File: src/rtl/pe_pkg.sv
// Shared widths, defaults and lane helpers for the PE dot/accumulate block.
// Pure definitions: no state, no latency, no backpressure.
package pe_types;

  localparam int FEATURE_WIDTH_DEF     = 5;
  localparam int FILTER_WIDTH_DEF      = 5;
  localparam int DOT_SIZE_DEF          = 8;
  localparam int MULT_OUTPUT_WIDTH_DEF = 9;
  localparam int DOT_OUTPUT_WIDTH_DEF  = 12;
  localparam int DOT_LATENCY_DEF       = 5;
  localparam int ACCUM_WIDTH_DEF       = 16;

  localparam int LANE_MAX   = 16;
  localparam int LANE_IDX_W = $clog2(LANE_MAX);

  // Sign-extends a width-bit lane and folds the most negative code onto its
  // neighbour so every operand magnitude is representable after negation.
  function automatic logic signed [LANE_MAX-1:0] unpack_lane(
    input logic [LANE_MAX-1:0] raw,
    input int                  width
  );
    logic signed [LANE_MAX-1:0] ext;
    int                         v;
    int                         lo;
    for (int b = 0; b < LANE_MAX; b++) begin
      ext[LANE_IDX_W'(b)] = (b < width) ? raw[LANE_IDX_W'(b)] : raw[LANE_IDX_W'(width - 1)];
    end
    v  = int'(ext);
    lo = -(1 << (width - 1));
    if (v == lo) begin
      v = lo + 1;
    end
    return LANE_MAX'(v);
  endfunction

endpackage

File: src/rtl/pe_if.sv
// Beat input and result output bundle of the PE.
// Plain valid strobes in both directions; there is no backpressure path.
interface pe_if
  import pe_types::*;
#(
  parameter int DOT_SIZE          = DOT_SIZE_DEF,
  parameter int FEATURE_WIDTH     = FEATURE_WIDTH_DEF,
  parameter int FILTER_WIDTH      = FILTER_WIDTH_DEF,
  parameter int FIXED_ACCUM_WIDTH = ACCUM_WIDTH_DEF
);

  logic                                i_valid;
  logic                                i_first;
  logic                                i_last;
  logic [DOT_SIZE*FEATURE_WIDTH-1:0]   i_features;
  logic [DOT_SIZE*FILTER_WIDTH-1:0]    i_filter;
  logic                                o_valid;
  logic signed [FIXED_ACCUM_WIDTH-1:0] o_result;

  modport master (
    output i_valid, i_first, i_last, i_features, i_filter,
    input  o_valid, o_result
  );

  modport slave (
    input  i_valid, i_first, i_last, i_features, i_filter,
    output o_valid, o_result
  );

endinterface

File: src/rtl/pe_dot.sv
// Clamped signed lane multiply and adder chain, DOT_LATENCY register stages deep.
// Flags ride alongside the dot; no backpressure, one beat per clock.
module pe_dot
  import pe_types::*;
#(
  parameter int FEATURE_WIDTH     = FEATURE_WIDTH_DEF,
  parameter int FILTER_WIDTH      = FILTER_WIDTH_DEF,
  parameter int DOT_SIZE          = DOT_SIZE_DEF,
  parameter int MULT_OUTPUT_WIDTH = MULT_OUTPUT_WIDTH_DEF,
  parameter int DOT_OUTPUT_WIDTH  = DOT_OUTPUT_WIDTH_DEF,
  parameter int DOT_LATENCY       = DOT_LATENCY_DEF
) (
  input  logic                               clock,
  input  logic                               reset,
  input  logic                               in_valid,
  input  logic                               in_first,
  input  logic                               in_last,
  input  logic [DOT_SIZE*FEATURE_WIDTH-1:0]  features,
  input  logic [DOT_SIZE*FILTER_WIDTH-1:0]   filter,
  output logic                               out_valid,
  output logic                               out_first,
  output logic                               out_last,
  output logic signed [DOT_OUTPUT_WIDTH-1:0] dot
);

  localparam int NST = DOT_LATENCY - 1;

  logic signed [MULT_OUTPUT_WIDTH-1:0] prod_q [DOT_SIZE];
  logic signed [DOT_OUTPUT_WIDTH-1:0]  psum   [DOT_SIZE+1];
  logic                                p_vld, p_first, p_last;

  logic signed [DOT_OUTPUT_WIDTH-1:0]  st_dot   [NST];
  logic                                st_vld   [NST];
  logic                                st_first [NST];
  logic                                st_last  [NST];

  assign psum[0] = '0;

  for (genvar k = 0; k < DOT_SIZE; k++) begin : g_lane
    logic signed [LANE_MAX-1:0] fa, fb;
    assign fa = unpack_lane(LANE_MAX'(features[k*FEATURE_WIDTH +: FEATURE_WIDTH]), FEATURE_WIDTH);
    assign fb = unpack_lane(LANE_MAX'(filter[k*FILTER_WIDTH +: FILTER_WIDTH]), FILTER_WIDTH);

    always_ff @(posedge clock) begin
      prod_q[k] <= MULT_OUTPUT_WIDTH'(fa * fb);
    end

    assign psum[k+1] = psum[k] + DOT_OUTPUT_WIDTH'(prod_q[k]);
  end

  always_ff @(posedge clock) begin
    if (reset) begin
      p_vld <= 1'b0;
    end else begin
      p_vld <= in_valid;
    end
    p_first <= in_first;
    p_last  <= in_last;
  end

  always_ff @(posedge clock) begin
    if (reset) begin
      st_vld[0] <= 1'b0;
    end else begin
      st_vld[0] <= p_vld;
    end
    st_dot[0]   <= psum[DOT_SIZE];
    st_first[0] <= p_first;
    st_last[0]  <= p_last;
  end

  // Remaining stages are pure delay so the dot emerges DOT_LATENCY clocks after its beat.
  for (genvar s = 1; s < NST; s++) begin : g_stage
    always_ff @(posedge clock) begin
      if (reset) begin
        st_vld[s] <= 1'b0;
      end else begin
        st_vld[s] <= st_vld[s-1];
      end
      st_dot[s]   <= st_dot[s-1];
      st_first[s] <= st_first[s-1];
      st_last[s]  <= st_last[s-1];
    end
  end

  assign out_valid = st_vld[NST-1];
  assign out_first = st_first[NST-1];
  assign out_last  = st_last[NST-1];
  assign dot       = st_dot[NST-1];

endmodule

File: src/rtl/pe.sv
// Processing element: pipelined dot product feeding a saturating accumulator.
// Result strobes DOT_LATENCY+1 clocks after the last beat; no backpressure.
module pe
  import pe_types::*;
#(
  parameter int FEATURE_WIDTH     = FEATURE_WIDTH_DEF,
  parameter int FILTER_WIDTH      = FILTER_WIDTH_DEF,
  parameter int DOT_SIZE          = DOT_SIZE_DEF,
  parameter int MULT_OUTPUT_WIDTH = MULT_OUTPUT_WIDTH_DEF,
  parameter int DOT_OUTPUT_WIDTH  = DOT_OUTPUT_WIDTH_DEF,
  parameter int DOT_LATENCY       = DOT_LATENCY_DEF,
  parameter int FIXED_ACCUM_WIDTH = ACCUM_WIDTH_DEF,
  parameter int PE_ID             = 0,
  parameter int CHAIN_ID          = 0,
  parameter int USE_ALM_DOT       = 1,
  parameter int USE_ALM_ACCUM     = 1
) (
  input logic  clock,
  input logic  reset,
  pe_if.slave  bus
);

  localparam int AW = FIXED_ACCUM_WIDTH;

  if (DOT_LATENCY < 2 || FEATURE_WIDTH > LANE_MAX || FILTER_WIDTH > LANE_MAX ||
      PE_ID < 0 || CHAIN_ID < 0 || USE_ALM_DOT > 1 || USE_ALM_ACCUM > 1) begin : g_bad_params
    $error("pe: unsupported parameter combination");
  end

  logic                               dot_vld, dot_first, dot_last;
  logic signed [DOT_OUTPUT_WIDTH-1:0] dot;
  logic signed [AW-1:0]               acc_q, base, acc_next;
  logic signed [AW:0]                 sum_wide;

  pe_dot #(
    .FEATURE_WIDTH     (FEATURE_WIDTH),
    .FILTER_WIDTH      (FILTER_WIDTH),
    .DOT_SIZE          (DOT_SIZE),
    .MULT_OUTPUT_WIDTH (MULT_OUTPUT_WIDTH),
    .DOT_OUTPUT_WIDTH  (DOT_OUTPUT_WIDTH),
    .DOT_LATENCY       (DOT_LATENCY)
  ) u_dot (
    .clock     (clock),
    .reset     (reset),
    .in_valid  (bus.i_valid),
    .in_first  (bus.i_first),
    .in_last   (bus.i_last),
    .features  (bus.i_features),
    .filter    (bus.i_filter),
    .out_valid (dot_vld),
    .out_first (dot_first),
    .out_last  (dot_last),
    .dot       (dot)
  );

  // One guard bit catches overflow; a pinned rail naturally stays pinned
  // until an add of the opposite sign pulls it back in range.
  always_comb begin
    base     = dot_first ? '0 : acc_q;
    sum_wide = (AW+1)'(base) + (AW+1)'(dot);
    acc_next = sum_wide[AW-1:0];
    if (sum_wide[AW] != sum_wide[AW-1]) begin
      acc_next = sum_wide[AW] ? {1'b1, {(AW-1){1'b0}}} : {1'b0, {(AW-1){1'b1}}};
    end
  end

  always_ff @(posedge clock) begin
    if (reset) begin
      acc_q        <= '0;
      bus.o_valid  <= 1'b0;
      bus.o_result <= '0;
    end else begin
      bus.o_valid <= dot_vld & dot_last;
      if (dot_vld) begin
        acc_q <= acc_next;
        if (dot_last) begin
          bus.o_result <= acc_next;
        end
      end
    end
  end

endmodule

File: src/flat_wrapper.sv
// flat-port wrapper written by rule: the top's interface ports become plain ports
module pe_flat import pe_types::*;
#(
  parameter int FEATURE_WIDTH     = FEATURE_WIDTH_DEF,
  parameter int FILTER_WIDTH      = FILTER_WIDTH_DEF,
  parameter int DOT_SIZE          = DOT_SIZE_DEF,
  parameter int MULT_OUTPUT_WIDTH = MULT_OUTPUT_WIDTH_DEF,
  parameter int DOT_OUTPUT_WIDTH  = DOT_OUTPUT_WIDTH_DEF,
  parameter int DOT_LATENCY       = DOT_LATENCY_DEF,
  parameter int FIXED_ACCUM_WIDTH = ACCUM_WIDTH_DEF,
  parameter int PE_ID             = 0,
  parameter int CHAIN_ID          = 0,
  parameter int USE_ALM_DOT       = 1,
  parameter int USE_ALM_ACCUM     = 1
)
  (clock, reset, bus_i_valid, bus_i_first, bus_i_last, bus_i_features, bus_i_filter, bus_o_valid, bus_o_result);
  pe_if #(.DOT_SIZE(DOT_SIZE), .FEATURE_WIDTH(FEATURE_WIDTH), .FILTER_WIDTH(FILTER_WIDTH), .FIXED_ACCUM_WIDTH(FIXED_ACCUM_WIDTH)) bus_i ();
  input logic clock;
  input logic reset;
  input wire logic [$bits(bus_i.i_valid)-1:0] bus_i_valid;
  input wire logic [$bits(bus_i.i_first)-1:0] bus_i_first;
  input wire logic [$bits(bus_i.i_last)-1:0] bus_i_last;
  input wire logic [$bits(bus_i.i_features)-1:0] bus_i_features;
  input wire logic [$bits(bus_i.i_filter)-1:0] bus_i_filter;
  output wire logic [$bits(bus_i.o_valid)-1:0] bus_o_valid;
  output wire logic [$bits(bus_i.o_result)-1:0] bus_o_result;
  assign bus_i.i_valid = bus_i_valid;
  assign bus_i.i_first = bus_i_first;
  assign bus_i.i_last = bus_i_last;
  assign bus_i.i_features = bus_i_features;
  assign bus_i.i_filter = bus_i_filter;
  assign bus_o_valid = bus_i.o_valid;
  assign bus_o_result = bus_i.o_result;
  pe #(.FEATURE_WIDTH(FEATURE_WIDTH), .FILTER_WIDTH(FILTER_WIDTH), .DOT_SIZE(DOT_SIZE), .MULT_OUTPUT_WIDTH(MULT_OUTPUT_WIDTH), .DOT_OUTPUT_WIDTH(DOT_OUTPUT_WIDTH), .DOT_LATENCY(DOT_LATENCY), .FIXED_ACCUM_WIDTH(FIXED_ACCUM_WIDTH), .PE_ID(PE_ID), .CHAIN_ID(CHAIN_ID), .USE_ALM_DOT(USE_ALM_DOT), .USE_ALM_ACCUM(USE_ALM_ACCUM)) u_core (.clock(clock), .reset(reset), .bus(bus_i));
endmodule
File: config.mk
export PLATFORM = sky130hd
export DESIGN_NAME = pe_flat
export DESIGN_NICKNAME = d
export VERILOG_FILES = /design/src/rtl/pe_pkg.sv /design/src/rtl/pe_if.sv /design/src/rtl/pe_dot.sv /design/src/rtl/pe.sv /design/src/flat_wrapper.sv
export SDC_FILE = /design/constraint.sdc
export NUM_CORES = 1
export LEC_CHECK = 0
export CAP_MARGIN = 20
export CORE_ASPECT_RATIO = 1.2
export CORE_MARGIN = 2
export CORE_UTILIZATION = 30
export CTS_CLUSTER_SIZE = 40
export DETAILED_ROUTE_END_ITERATION = 6
export GPL_TIMING_DRIVEN = 0
export PLACE_DENSITY_LB_ADDON = 0.1
export REMOVE_ABC_BUFFERS = 1
export SLEW_MARGIN = 20
export SYNTH_ARGS = -nofsm -noshare
export SYNTH_HDL_FRONTEND = slang
export SYNTH_SLANG_ARGS = --single-unit
File: constraint.sdc
create_clock -name clock -period 6 [get_ports clock]
set_clock_uncertainty 0.2 [all_clocks]
set_input_delay 1.5 -clock clock [delete_from_list [all_inputs] [get_ports clock]]
set_output_delay 1.5 -clock clock [all_outputs]
set_load 0.01 [all_outputs]
==> summary.txt <==
GRT
  • Initial antenna violation count: 1
  • Vias in the first global route: roughly 11000
  • GR Util All Layers: around 13%
  • First-pass GRT wire length: 54.1 mm
  • Largest net degree at the start of global routing: 33
  • Total gr overflow: 0

Setup path
  • CP Max Fanout: 8
  • Reg-to-Reg Start: u_core.u_dot.prod_q[0][3]
  • R2R setup slack: 1380 ps
  • Setup crit end: u_core.u_dot.prod_q[1][17]
  • Crit Path Class: input pin to flop
  • Worst endpoint required time: roughly 6000 ps
  • Critical path endpoint category: flop
  • Arr. time, crit path: about 6000 ps
  • Crit start category: input pin
  • Max incr delay on CP: 590 ps
  • Reg2reg end: u_core.u_dot.st_dot[0][11]
  • CP max-delay cell: clkdlybuf4s50_1
  • Worst Reg-to-Reg Cells: 16
  • Crit path cell chain: clkdlybuf4s50_1 -> nor4b_4 -> nor2_2 -> nor2b_4 -> fa_1 -> inv_1 -> fa_1 -> inv_1 -> ha_1 -> fa_1 -> ha_1 -> ha_1 -> a21o_1 -> a21oi_2 -> xnor2_1 -> xnor2_1 -> xnor2_1
  • Crit path from: bus_i_features[28]

Cells and area
  • Area growth, synth to finish: 18.7%
  • Number of diodes: 0
  • Storage element area: 3360 µm²
  • Filler cells: between 5000 and 6000
  • Design area: around 18000 µm²
  • Multi-input gate area: 10800 µm²
  • Share of post-route cells with drive strength above 1: under 10%
  • Final net count: ~2100

STA
  • Slew Viols, Final: 0
  • Tightest Pin Transition: roughly 1100 ps
  • Final min period: roughly 5800 ps
  • Final setup violating endpoints: 0
  • Slew HR: about a quarter
  • Period Utilization, post-route: a little over nine tenths
  • Total negative slack: 0 ps
  • Fmax: 172 MHz
  • Setup ws final: 186 ps
  • Final hold vios: 0

Die
  • Die height: roughly 250 µm
  • Rows: 90
  • Initial core utilization: between 30% and 40%
  • # IOs: 102
  • Core Area: 50000 µm²
  • Die width: 209 µm
  • Die area: between 50000 and 60000 µm²

Synth
  • Mapped Cells: approximately 1500
  • Post-synth EDFFs: 0
  • Syn avg cell area: 9.83 µm²
  • Post-synth cell types: 60
  • Post-synth top area cell: fa_1
  • Number of synthesized register bits: about 170
  • Sequential-to-total area share from yosys stat: between 20 and 25%
  • Netlist Area Pre-Place: ~15000 µm²
  • Top_reg_cell synth: dfxtp_1
  • Top-area cell type share of the netlist area: 25.8%
  • Async SR Flop Fraction: 0%
  • Syn. warnings: 0
  • Top post-synthesis cells by area: fa_1 (26%), dfxtp_1 (22%), ha_1 (16%)

Clocking
  • CTS tree: built
  • Total clock buffers created by CTS: 17
  • Clk_lat worst skew: 430 ps
  • Root Driver: clkbuf_16
  • Htree depth: 4
  • Reg clk slew, reported paths: 60 ps
  • CTS Buffer Depth: 2
  • Num Clock Sinks: 168

Drt
  • Post-route ant nets: 0
  • Via density: between 4 and 5
  • WL/cell: approximately 13 µm
  • DRC: 0
  • Final wirelength: ~31 mm
  • Vias: between 9000 and 10000
  • First-pass DRT Iterations: 4
  • First-iteration detailed-routing DRC count: 228

Placed design
  • Dpl ws: -1130 ps
  • DP HPWL: roughly 27 mm
  • GPL Wtd Cong: about 0.76
  • I/O Buffers: about 100
  • Area after DPL: approximately 17000 µm²

Outcome
  • Status: finished, final reports clean

Hold path
  • Min-delay worst type: flop to flop

Run
  • Max Cap Viol: 0
through the flow:
stage                     instances  hold WS, ps  utilization, %
after floorplan                1521          110               -
after global placement         2266          110            33.7
after detailed placement       2266          112            33.7
after CTS                      2306          123            35.3
after global routing           2320          123            35.8
final                          2320          121            35.8
cell usage after synthesis (3+ instances only):
master and number:
o21ai_0 51, nand4_1 3, nand3b_1 6, a21oi_1 28
and2_1 64, a21o_1 15, xnor2_1 103, nor2_1 64
nand3_1 7, nor4_1 4, clkbuf_1 10, a211oi_2 11
nand2b_1 11, ha_1 196, a31oi_1 3, dfxtp_1 168
xor2_1 35, a22oi_1 4, o21ai_1 3, a22o_1 8
nor2b_1 59, nor4b_1 9, fa_1 194, inv_1 320
a211oi_1 15, nor3_1 6, nand2_1 95, o211ai_1 4
worst min-delay path by stage:
stage	slack [ps]	cells past startpoint	startpoint	endpoint
2_1_floorplan	110	0	u_core.u_dot.st_dot[0][0]	u_core.u_dot.st_dot[1][0]
3_3_place_gp	110	0	u_core.u_dot.st_dot[2][4]	u_core.u_dot.st_dot[3][4]
3_5_place_dp	110	0	u_core.u_dot.st_dot[1][5]	u_core.u_dot.st_dot[2][5]
4_1_cts	120	0	u_core.u_dot.st_dot[0][10]	u_core.u_dot.st_dot[1][10]
5_1_grt	120	0	u_core.u_dot.st_dot[1][4]	u_core.u_dot.st_dot[2][4]
6_report	120	0	u_core.u_dot.st_dot[0][10]	u_core.u_dot.st_dot[1][10]
flip-flops by register name, indices dropped and copies added (netlist names):
signal                 count
u_core.u_dot.st_first      4
u_core.u_dot.st_dot       48
u_core.u_dot.p_first       1
u_core.bus.o_result       16
u_core.u_dot.prod_q       72
u_core.u_dot.st_last       4
u_core.u_dot.st_vld        4
u_core.acc_q              16
u_core.u_dot.p_vld         1
u_core.u_dot.p_last        1
u_core.bus.o_valid         1
what timing repair did:
action                                  4_1_cts  5_1_grt
pin swaps                                    14       15
setup buffers                                 8       14
resized for setup                            67       63
endpoints found under the setup margin        9       10
hold buffers                                  0        0
worst max-delay path: cells and delay by family:
| kind | cells | cell delay (ps) |
|---|---|---|
| adders and majority gates | 6 | 2140 |
| and+or+nand+nor | 3 | 690 |
| buffers and inverters | 3 | 680 |
| xor gates and xnor gates | 3 | 550 |
| AOI/OAI and AO/OA | 2 | 360 |
layout make-up:
| type | instances | share of cell area (%) |
|---|---|---|
| repair buffers | 123 | 6.70 |
| clock buffers | 19 | 2.47 |
| inverters | 320 | 6.71 |
| well taps | 644 | 4.50 |
| flip-flops and latches | 168 | 18.8 |
| clock inverters | 13 | 0.741 |
| multi-input cells | 1033 | 60.1 |
cells by family (layout without fill, tap and decap cells):
| family | count (synthesis) | after routing | synth area share, % |
|---|---|---|---|
| AND/OR/NAND/NOR | 341 | 341 | 11.7 |
| buffers and inverters | 333 | 475 | 8.36 |
| adder cells (fa/ha/maj) | 390 | 390 | 42.0 |
| XOR/XNOR | 138 | 138 | 8.02 |
| multiplexers | 3 | 3 | 0.216 |
| AO/OA/AOI/OAI | 161 | 161 | 7.33 |
| flip-flops | 168 | 168 | 22.3 |
layer usage:
metal	share of wire [%]	global-route usage, %	wire (µm)	up-vias
met4	0.69	2.14	215	0
met5	0	0	0	-
met2	55	25.0	17200	70
met3	1.5	1.35	454	15
met1	43	15.0	13400	4730
li1	-	-	-	5050
placed cells by master, fill, tap and decap left out, drive strengths merged, types with 5 or more instances in the layout:
cell / count
a211oi: 26
a21o: 15
a21oi: 28
a22o: 8
and2: 66
buf: 24
clkbuf: 22
clkdlybuf4s15: 5
clkdlybuf4s50: 55
dfxtp: 168
dlygate4sd2: 12
dlymetal6s2s: 24
fa: 194
ha: 196
inv: 327
nand2: 95
nand2b: 11
nand3: 7
nand3b: 6
nor2: 64
nor2b: 59
nor3: 6
nor4b: 9
o211ai: 5
o21ai: 55
xnor2: 103
xor2: 35
Power is not shown: default switching activity piles up to over one toggle a cycle in this logic, so the estimate is an artifact.
